<file path="src/rtl/shift_reg_pkg.sv">
// Shared types for the universal shift register: operating mode encoding.
// Optional parity output of the top is controlled by SHIFT_REG_PARITY_EN.
package shift_reg_pkg;

  typedef enum logic [1:0] {
    MODE_HOLD = 2'b00,
    MODE_SHL  = 2'b01,
    MODE_SHR  = 2'b10,
    MODE_LOAD = 2'b11
  } mode_t;

endpackage

</file>
<file path="src/rtl/shift_cnt_sat.sv">
// Saturating shift counter with a one-cycle done pulse on reaching MAX.
// clr has priority over inc; done is registered alongside the count.
module shift_cnt_sat #(
  parameter int MAX = 8
) (
  input  logic                       clk,
  input  logic                       rst,
  input  logic                       clr,
  input  logic                       inc,
  output logic [$clog2(MAX+1)-1:0]   cnt,
  output logic                       done
);

  localparam int CW = $clog2(MAX + 1);

  logic [CW-1:0] cnt_q, cnt_d;
  logic          done_q, done_d;

  always_comb begin
    cnt_d  = cnt_q;
    done_d = 1'b0;
    if (clr) begin
      cnt_d = '0;
    end else if (inc && (cnt_q != CW'(MAX))) begin
      cnt_d  = cnt_q + CW'(1);
      // Pulse only on the step into saturation, never while parked there.
      done_d = (cnt_q == CW'(MAX - 1));
    end
  end

  always_ff @(posedge clk or posedge rst) begin
    if (rst) begin
      cnt_q  <= '0;
      done_q <= 1'b0;
    end else begin
      cnt_q  <= cnt_d;
      done_q <= done_d;
    end
  end

  assign cnt  = cnt_q;
  assign done = done_q;

endmodule

</file>
<file path="src/rtl/univ_shift_reg.sv">
// Universal register: hold / shift-left / shift-right / parallel load with sync set.
// Define SHIFT_REG_PARITY_EN to add the combinational even-parity output par.
module univ_shift_reg
  import shift_reg_pkg::*;
#(
  parameter int               WIDTH     = 8,
  parameter logic [WIDTH-1:0] RESET_VAL = '0,
  parameter logic [WIDTH-1:0] SET_VAL   = '1
) (
  input  logic                       clk,
  input  logic                       res,
  input  logic                       set,
  input  logic                       en,
  input  mode_t                      mode,
  input  logic                       sin_l,
  input  logic                       sin_r,
  input  logic [WIDTH-1:0]           d,
  output logic [WIDTH-1:0]           q,
  output logic                       sout_l,
  output logic                       sout_r,
  output logic [$clog2(WIDTH+1)-1:0] shift_cnt,
`ifdef SHIFT_REG_PARITY_EN
  output logic                       par,
`endif
  output logic                       cnt_done
);

  logic [WIDTH-1:0] q_q, q_d;
  logic             is_shift;
  logic             cnt_clr;

  always_comb begin
    q_d = q_q;
    if (set) begin
      q_d = SET_VAL;
    end else if (en) begin
      case (mode)
        MODE_SHL:  q_d = {q_q[WIDTH-2:0], sin_l};
        MODE_SHR:  q_d = {sin_r, q_q[WIDTH-1:1]};
        MODE_LOAD: q_d = d;
        default:   q_d = q_q;
      endcase
    end
  end

  always_ff @(posedge clk or posedge res) begin
    if (res) q_q <= RESET_VAL;
    else     q_q <= q_d;
  end

  // set overrides any shift/load request, so it gates inc and forces clr.
  assign is_shift = !set && en && ((mode == MODE_SHL) || (mode == MODE_SHR));
  assign cnt_clr  = set || (en && (mode == MODE_LOAD));

  shift_cnt_sat #(.MAX(WIDTH)) u_cnt (
    .clk  (clk),
    .rst  (res),
    .clr  (cnt_clr),
    .inc  (is_shift),
    .cnt  (shift_cnt),
    .done (cnt_done)
  );

  assign q      = q_q;
  assign sout_l = q_q[WIDTH-1];
  assign sout_r = q_q[0];

`ifdef SHIFT_REG_PARITY_EN
  assign par = ^q_q;
`endif

endmodule

</file>
<file path="config.mk">
export PLATFORM = sky130hd
export DESIGN_NAME = univ_shift_reg
export DESIGN_NICKNAME = d
export VERILOG_FILES = /design/src/rtl/shift_reg_pkg.sv /design/src/rtl/shift_cnt_sat.sv /design/src/rtl/univ_shift_reg.sv
export SDC_FILE = /design/constraint.sdc
export NUM_CORES = 1
export LEC_CHECK = 0
export BUFFER_PORTS_ARGS = -buffer_cell sky130_fd_sc_hd__buf_2
export CAP_MARGIN = 20
export CELL_PAD_IN_SITES_DETAIL_PLACEMENT = 0
export CELL_PAD_IN_SITES_GLOBAL_PLACEMENT = 1
export CORE_ASPECT_RATIO = 1.2
export CORE_MARGIN = 4
export CORE_UTILIZATION = 37
export DETAILED_ROUTE_END_ITERATION = 16
export PLACE_DENSITY_LB_ADDON = 0.1
export SLEW_MARGIN = 20
export SYNTH_ARGS = -nofsm -noshare
export SYNTH_HDL_FRONTEND = slang
export SYNTH_SLANG_ARGS = --single-unit
</file>
<file path="constraint.sdc">
create_clock -name clk -period 3 [get_ports clk]
set_clock_uncertainty 0.05 [all_clocks]
set_input_delay 0.15 -clock clk [delete_from_list [all_inputs] [get_ports clk]]
set_output_delay 0.15 -clock clk [all_outputs]
set_load 0.01 [all_outputs]
</file>
==> results of run 1 <==
## worst max-delay path, stage by stage (launching register included)
cell	delay, ps
dfrtp_1	420
inv_1	80
ha_1	210
and3b_1	200
or4_1	410
a21boi_1	150
## where the power goes
group,internal [mW],switching [mW]
combinational,0.0336,0.0421
sequential,0.182,0.00870
clock,0.0514,0.0573
total,0.267,0.108
## Yosys cell counts
cell type   n  area share [%]
inv_1       6             2.7
a22oi_1     1            0.90
clkbuf_1    2            0.90
nor2_1      1            0.45
nor3_1      1            0.60
or3b_1      1             1.0
or3_1       2             1.5
and3b_1     2             2.1
dfrtp_1    13              39
nand3b_1    1            0.90
a211oi_1    8             7.2
buf_4       2             1.8
a21boi_1    1            0.90
buf_2       1            0.60
a22o_1      7             7.3
nand4bb_1   1             1.3
nand3_1     3             1.8
o21ai_0     4             2.4
ha_1        5             7.5
or4_1       1            0.90
a21oi_1    15             9.0
a21boi_0    3             2.7
buf_6       3             4.0
nor3b_1     1            0.90
a31oi_1     1            0.75
nand2_1     2            0.90
## layer usage
layer | up-vias | global-route usage, % | wire (um)
li1 | 379 | - | -
met1 | 383 | 18.1 | 876
met2 | 23 | 25.8 | 1050
met3 | 2 | 3.24 | 125
met4 | 0 | 5.62 | 15
met5 | - | 0 | 0
## logic make-up after synthesis
logic type | after synthesis | share of synthesized area [%]
fa+ha+maj | 5 | 7.49
compound gates | 40 | 31.1
buf+inv | 14 | 10.0
flops | 13 | 38.9
simple gates | 16 | 12.4
## layout make-up
type / count / share of cell area (%)
repair buffers: 31 / 16.0
clock buffers: 4 / 2.63
well taps: 30 / 3.76
inverters: 6 / 2.26
multi-input cells: 61 / 42.7
flip-flops and latches: 13 / 32.6
## worst paths after layout
| kind | end | slack (ps) | cells past startpoint |
|---|---|---|---|
| worst max register to register | u_cnt.cnt[2] | 1430 | 5 |
| max in group asynchronous | q[1] | 2160 | 3 |
| worst min-delay path | q[7] | 80 | 3 |
| worst max-delay path | u_cnt.cnt[2] | 1430 | 5 |
| min in group asynchronous | u_cnt.cnt[2] | 390 | 3 |
| worst min register to register | u_cnt.done | 490 | 1 |
## sequential cells by signal (all words and copies together), names as in the netlist
name and count:
u_cnt.cnt 4, u_cnt.done 1, q 8
## metrics by stage
stage / total power, mW / utilization [%] / instances
floorplan: 0.247 / - / 88
detailed placement: 0.270 / 45.4 / 140
global route: 0.397 / 47.2 / 145
global placement: 0.269 / 45.4 / 140
finish: 0.375 / 47.2 / 145
CTS: 0.380 / 47.2 / 145
## repair_timing
item,4_1_cts,5_1_grt
buffers inserted,0,0
hold buffers,1,0
hold endpoints to repair,13,0
==> reports/metrics.cfg, run 1 <==
[worst_setup_path]
worst-setup-path-type = register to register
arrival_ps = 1730
cp_data_required_time_ps = 3160
crit_start = u_cnt.cnt[0]
crit_path_end_kind = register
start_kind = register
reg2reg_from = u_cnt.cnt[0]
crit_path_max_fanout = 5

[clock_network]
cts_tree = done
cts_resized = 0
clk_latency_ps = 270
cts.path.max_buffers = 2
htreeDepth = 1
clkTransAtPathRegs_ps = 80
numCtsBuffers = 3
cts-root-buf = clkbuf_4
clock-sinks = 13

[run_status]
outcome = completed

[layout]
register_area_sq_um = 325
final_cell_area_sq_um = 998
drive_gt1_share_pct = 28.7
nFillCells = 226
multi_input_area_sq_um = 427
num_antenna_cells = 0
fin_nets = 137
final_cell_mix = 30 x buf_2, 15 x a21oi_1, 13 x dfrtp_1, 8 x a211oi_1, 7 x a22o_1
syn_to_final_growth_pct = 19.5
layout_commonest_cell = buf_2

[timing]
finalSetupTns_ps = 0
rsz0062_at_grt = false
whs_ps = 81.1
tightestPinTransition_ps = 547
final_hold_viol_count = 0
drv_slew = 0
setup_viol = 0
setup_ws_ps = 1430
slew_headroom_pct = 63.4
layout_min_cycle_time_ps = 1570
fin_crit_sh_pct = 52.3
fmax_mhz = 637

[synth]
synth_area_sq_um = 836
syn-instance-count = 88
synth_warnings = 0
synthDistinctLibCells = 26
syn_area_per_cell_sq_um = 9.50
synth_nets = 109
synth-seq-cells = 13
synth-seq-area-share_pct = 38.9

[placement]
gp_congestion = 0.762
hpwl_um = 1580
placed_cell_area_sq_um = 962
dp_slack_ps = 1210
io_buffers = 30

[routing]
ant_nets = 0
first_pass_iters = 4
avgRoutedWirePerCell_um = 14.3
dr_total_vias = 787
drc = 0
drtIter0Drc = 19
finalWirelength_um = 2070
vias_per_cell = 5.43

[power_and_ir_drop]
peakVddDrop_v = 0.000271
power.leakage_nw = 0.425
power_density_nw_per_um2 = 376

[grt]
grt.total_usage_pct = 15.0
grt_pass1_wl_um = 3480
antenna_found_initial = 0
grt_pass1_vias = 769
grt_max_degree = 14
grt-ovfl-total = 0

[floorplan]
num_rows = 18
fp.dieH_um = 60.1
io-pin-count = 31
fp.dieW_um = 51.4
core_area_sq_um = 2120
initial_core_util_pct = 39.5
dieArea_sq_um = 3090

[hold_path]
min_from = sin_r
hold_path_class = input port to register

[flow_run]
drv_cap = 0

No activity file was read; power rests on OpenSTA's default activity.
==> run 2, diff against run 1 <==
--- a/config.mk
+++ b/config.mk
@@ -11,7 +11,7 @@
 export CELL_PAD_IN_SITES_GLOBAL_PLACEMENT = 1
 export CORE_ASPECT_RATIO = 1.2
 export CORE_MARGIN = 4
-export CORE_UTILIZATION = 37
+export CORE_UTILIZATION = 35
 export DETAILED_ROUTE_END_ITERATION = 16
 export PLACE_DENSITY_LB_ADDON = 0.1
 export SLEW_MARGIN = 20
==> constraint.sdc (replaced) <==
create_clock -name clk -period 1.6 [get_ports clk]
set_clock_uncertainty 0.05 [all_clocks]
set_input_delay 0.08 -clock clk [delete_from_list [all_inputs] [get_ports clk]]
set_output_delay 0.08 -clock clk [all_outputs]
set_load 0.01 [all_outputs]
==> run 2 against run 1 <==
Clock power increased by 91%. Core utilization decreased by 0.069 points. Maximum frequency increased by 2.7%. Via count increased by 5.7%. Register-to-register slack got worse by 1400 ps. Worst setup slack got worse by 1400 ps. Sequential share of layout area decreased by 2.3 points. Sequential cell count unchanged. Final cell count increased by 7.6%. Largest cell class unchanged. Worst hold slack got worse by 78 ps. Non-clock buffer count increased by 10. Critical endpoint unchanged. Count of clock-buffer cells in the layout unchanged.
==> reports/metrics.cfg, run 2 (synthesis results as in run 1) <==
[routing]
avgRoutedWirePerCell_um = 13.7
first_pass_iters = 4
finalWirelength_um = 2130
ant_nets = 0
dr_total_vias = 832
vias_per_cell = 5.33
drc = 0
drtIter0Drc = 30

[clock_network]
htreeDepth = 1
cts_tree = done
cts_resized = 0
cts-root-buf = clkbuf_4
numCtsBuffers = 3
cts.path.max_buffers = 2
clock-sinks = 13
clkTransAtPathRegs_ps = 90
clk_latency_ps = 280

[timing]
layout_min_cycle_time_ps = 1530
tightestPinTransition_ps = 526
finalSetupTns_ps = 0
final_hold_viol_count = 0
setup_viol = 0
slew_headroom_pct = 64.9
rsz0062_at_grt = false
fin_crit_sh_pct = 95.5
fmax_mhz = 654
drv_slew = 0

[worst_setup_path]
worst-setup-path-type = register to register
arrival_ps = 1690
cp_data_required_time_ps = 1760
start_kind = register
crit_path_max_fanout = 4
crit_path_end_kind = register

[layout]
largest_reg_flops = 8
syn_to_final_growth_pct = 28.6
utilization_pct = 47.1
final_cell_mix = 30 x buf_2, 15 x a21oi_1, 13 x dfrtp_1, 10 x buf_4, 8 x a211oi_1
drive_gt1_share_pct = 34.4
fin_nets = 147
nFillCells = 238
num_antenna_cells = 0
layout_commonest_cell = buf_2

[floorplan]
fp.dieW_um = 52.6
num_rows = 19
core_area_sq_um = 2280
initial_core_util_pct = 36.6
io-pin-count = 31
dieArea_sq_um = 3240
fp.dieH_um = 61.5

[grt]
grt-ovfl-total = 0
grt_pass1_vias = 729
grt_pass1_wl_um = 3340
antenna_found_initial = 0
grt_max_degree = 14
grt.total_usage_pct = 14.3

[placement]
io_buffers = 30
gp_congestion = 0.777
hpwl_um = 1640

[power_and_ir_drop]
power.leakage_nw = 0.474
power_density_nw_per_um2 = 678
peakVddDrop_v = 0.000464

[hold_path]
hold_path_class = input port to register

[flow_run]
drv_cap = 0

[run_status]
outcome = completed

## run 2: metrics by stage
stage	std cells	total power, mW	hold slack (ps)	setup WS, ps	instance area (sq um)
5_1_grt	156	0.770	18.1	28.9	1070
6_report	156	0.729	3.46	71.9	1070
3_3_place_gp	150	0.524	91.4	-21.2	1030
3_5_place_dp	150	0.525	98.5	-54.0	1030
2_1_floorplan	88	0.462	-93.0	87.9	836
4_1_cts	155	0.737	3.05	29.8	1070
## run 2: timing repair
action | 4_1_cts | 5_1_grt
hold endpoints to repair | 13 | 0
setup endpoints to repair | 0 | 1
setup buffers | 0 | 1
hold buffers | 1 | 0
## run 2: layer usage
layer | wire, um | track usage (%) | part of all wire (%)
met5 | 0 | 0 | 0
met3 | 134 | 3.39 | 6.3
met4 | 17 | 6.57 | 0.80
met2 | 1070 | 24.6 | 50
met1 | 908 | 16.8 | 43
## run 2: path summary, 6_finish.rpt
kind | start | to | slack (ps) | cells past startpoint
min in group asynchronous | res | u_cnt.cnt[2] | 320 | 3
max reg2reg | u_cnt.cnt[0] | u_cnt.cnt[2] | 70 | 5
max in group asynchronous | res | q[1] | 820 | 3
min reg2reg | u_cnt.cnt[3] | u_cnt.done | 520 | 1
max | u_cnt.cnt[0] | u_cnt.cnt[2] | 70 | 5
min | sin_r | q[7] | 3 | 3
## run 2: power by group
| part | internal (mW) | switching, mW | total, mW |
|---|---|---|---|
| combinational | 0.0802 | 0.0844 | 0.165 |
| clock | 0.0965 | 0.111 | 0.208 |
| sequential | 0.342 | 0.0145 | 0.356 |
## run 2: final cells by class
type                       count  area [sq um]  area share (%)
clock buffer                   4          26.3            2.44
inverter                       6          22.5            2.10
multi-input combinational     61           427            39.7
sequential                    13           325            30.3
tap                           31          38.8            3.61
timing repair buffer          41           235            21.9
## run 2: critical path, stage by stage (launching register included)
cell	delay, ps
dfrtp_1	400
inv_1	80
ha_1	200
and3b_1	200
or4_1	390
a21boi_1	150
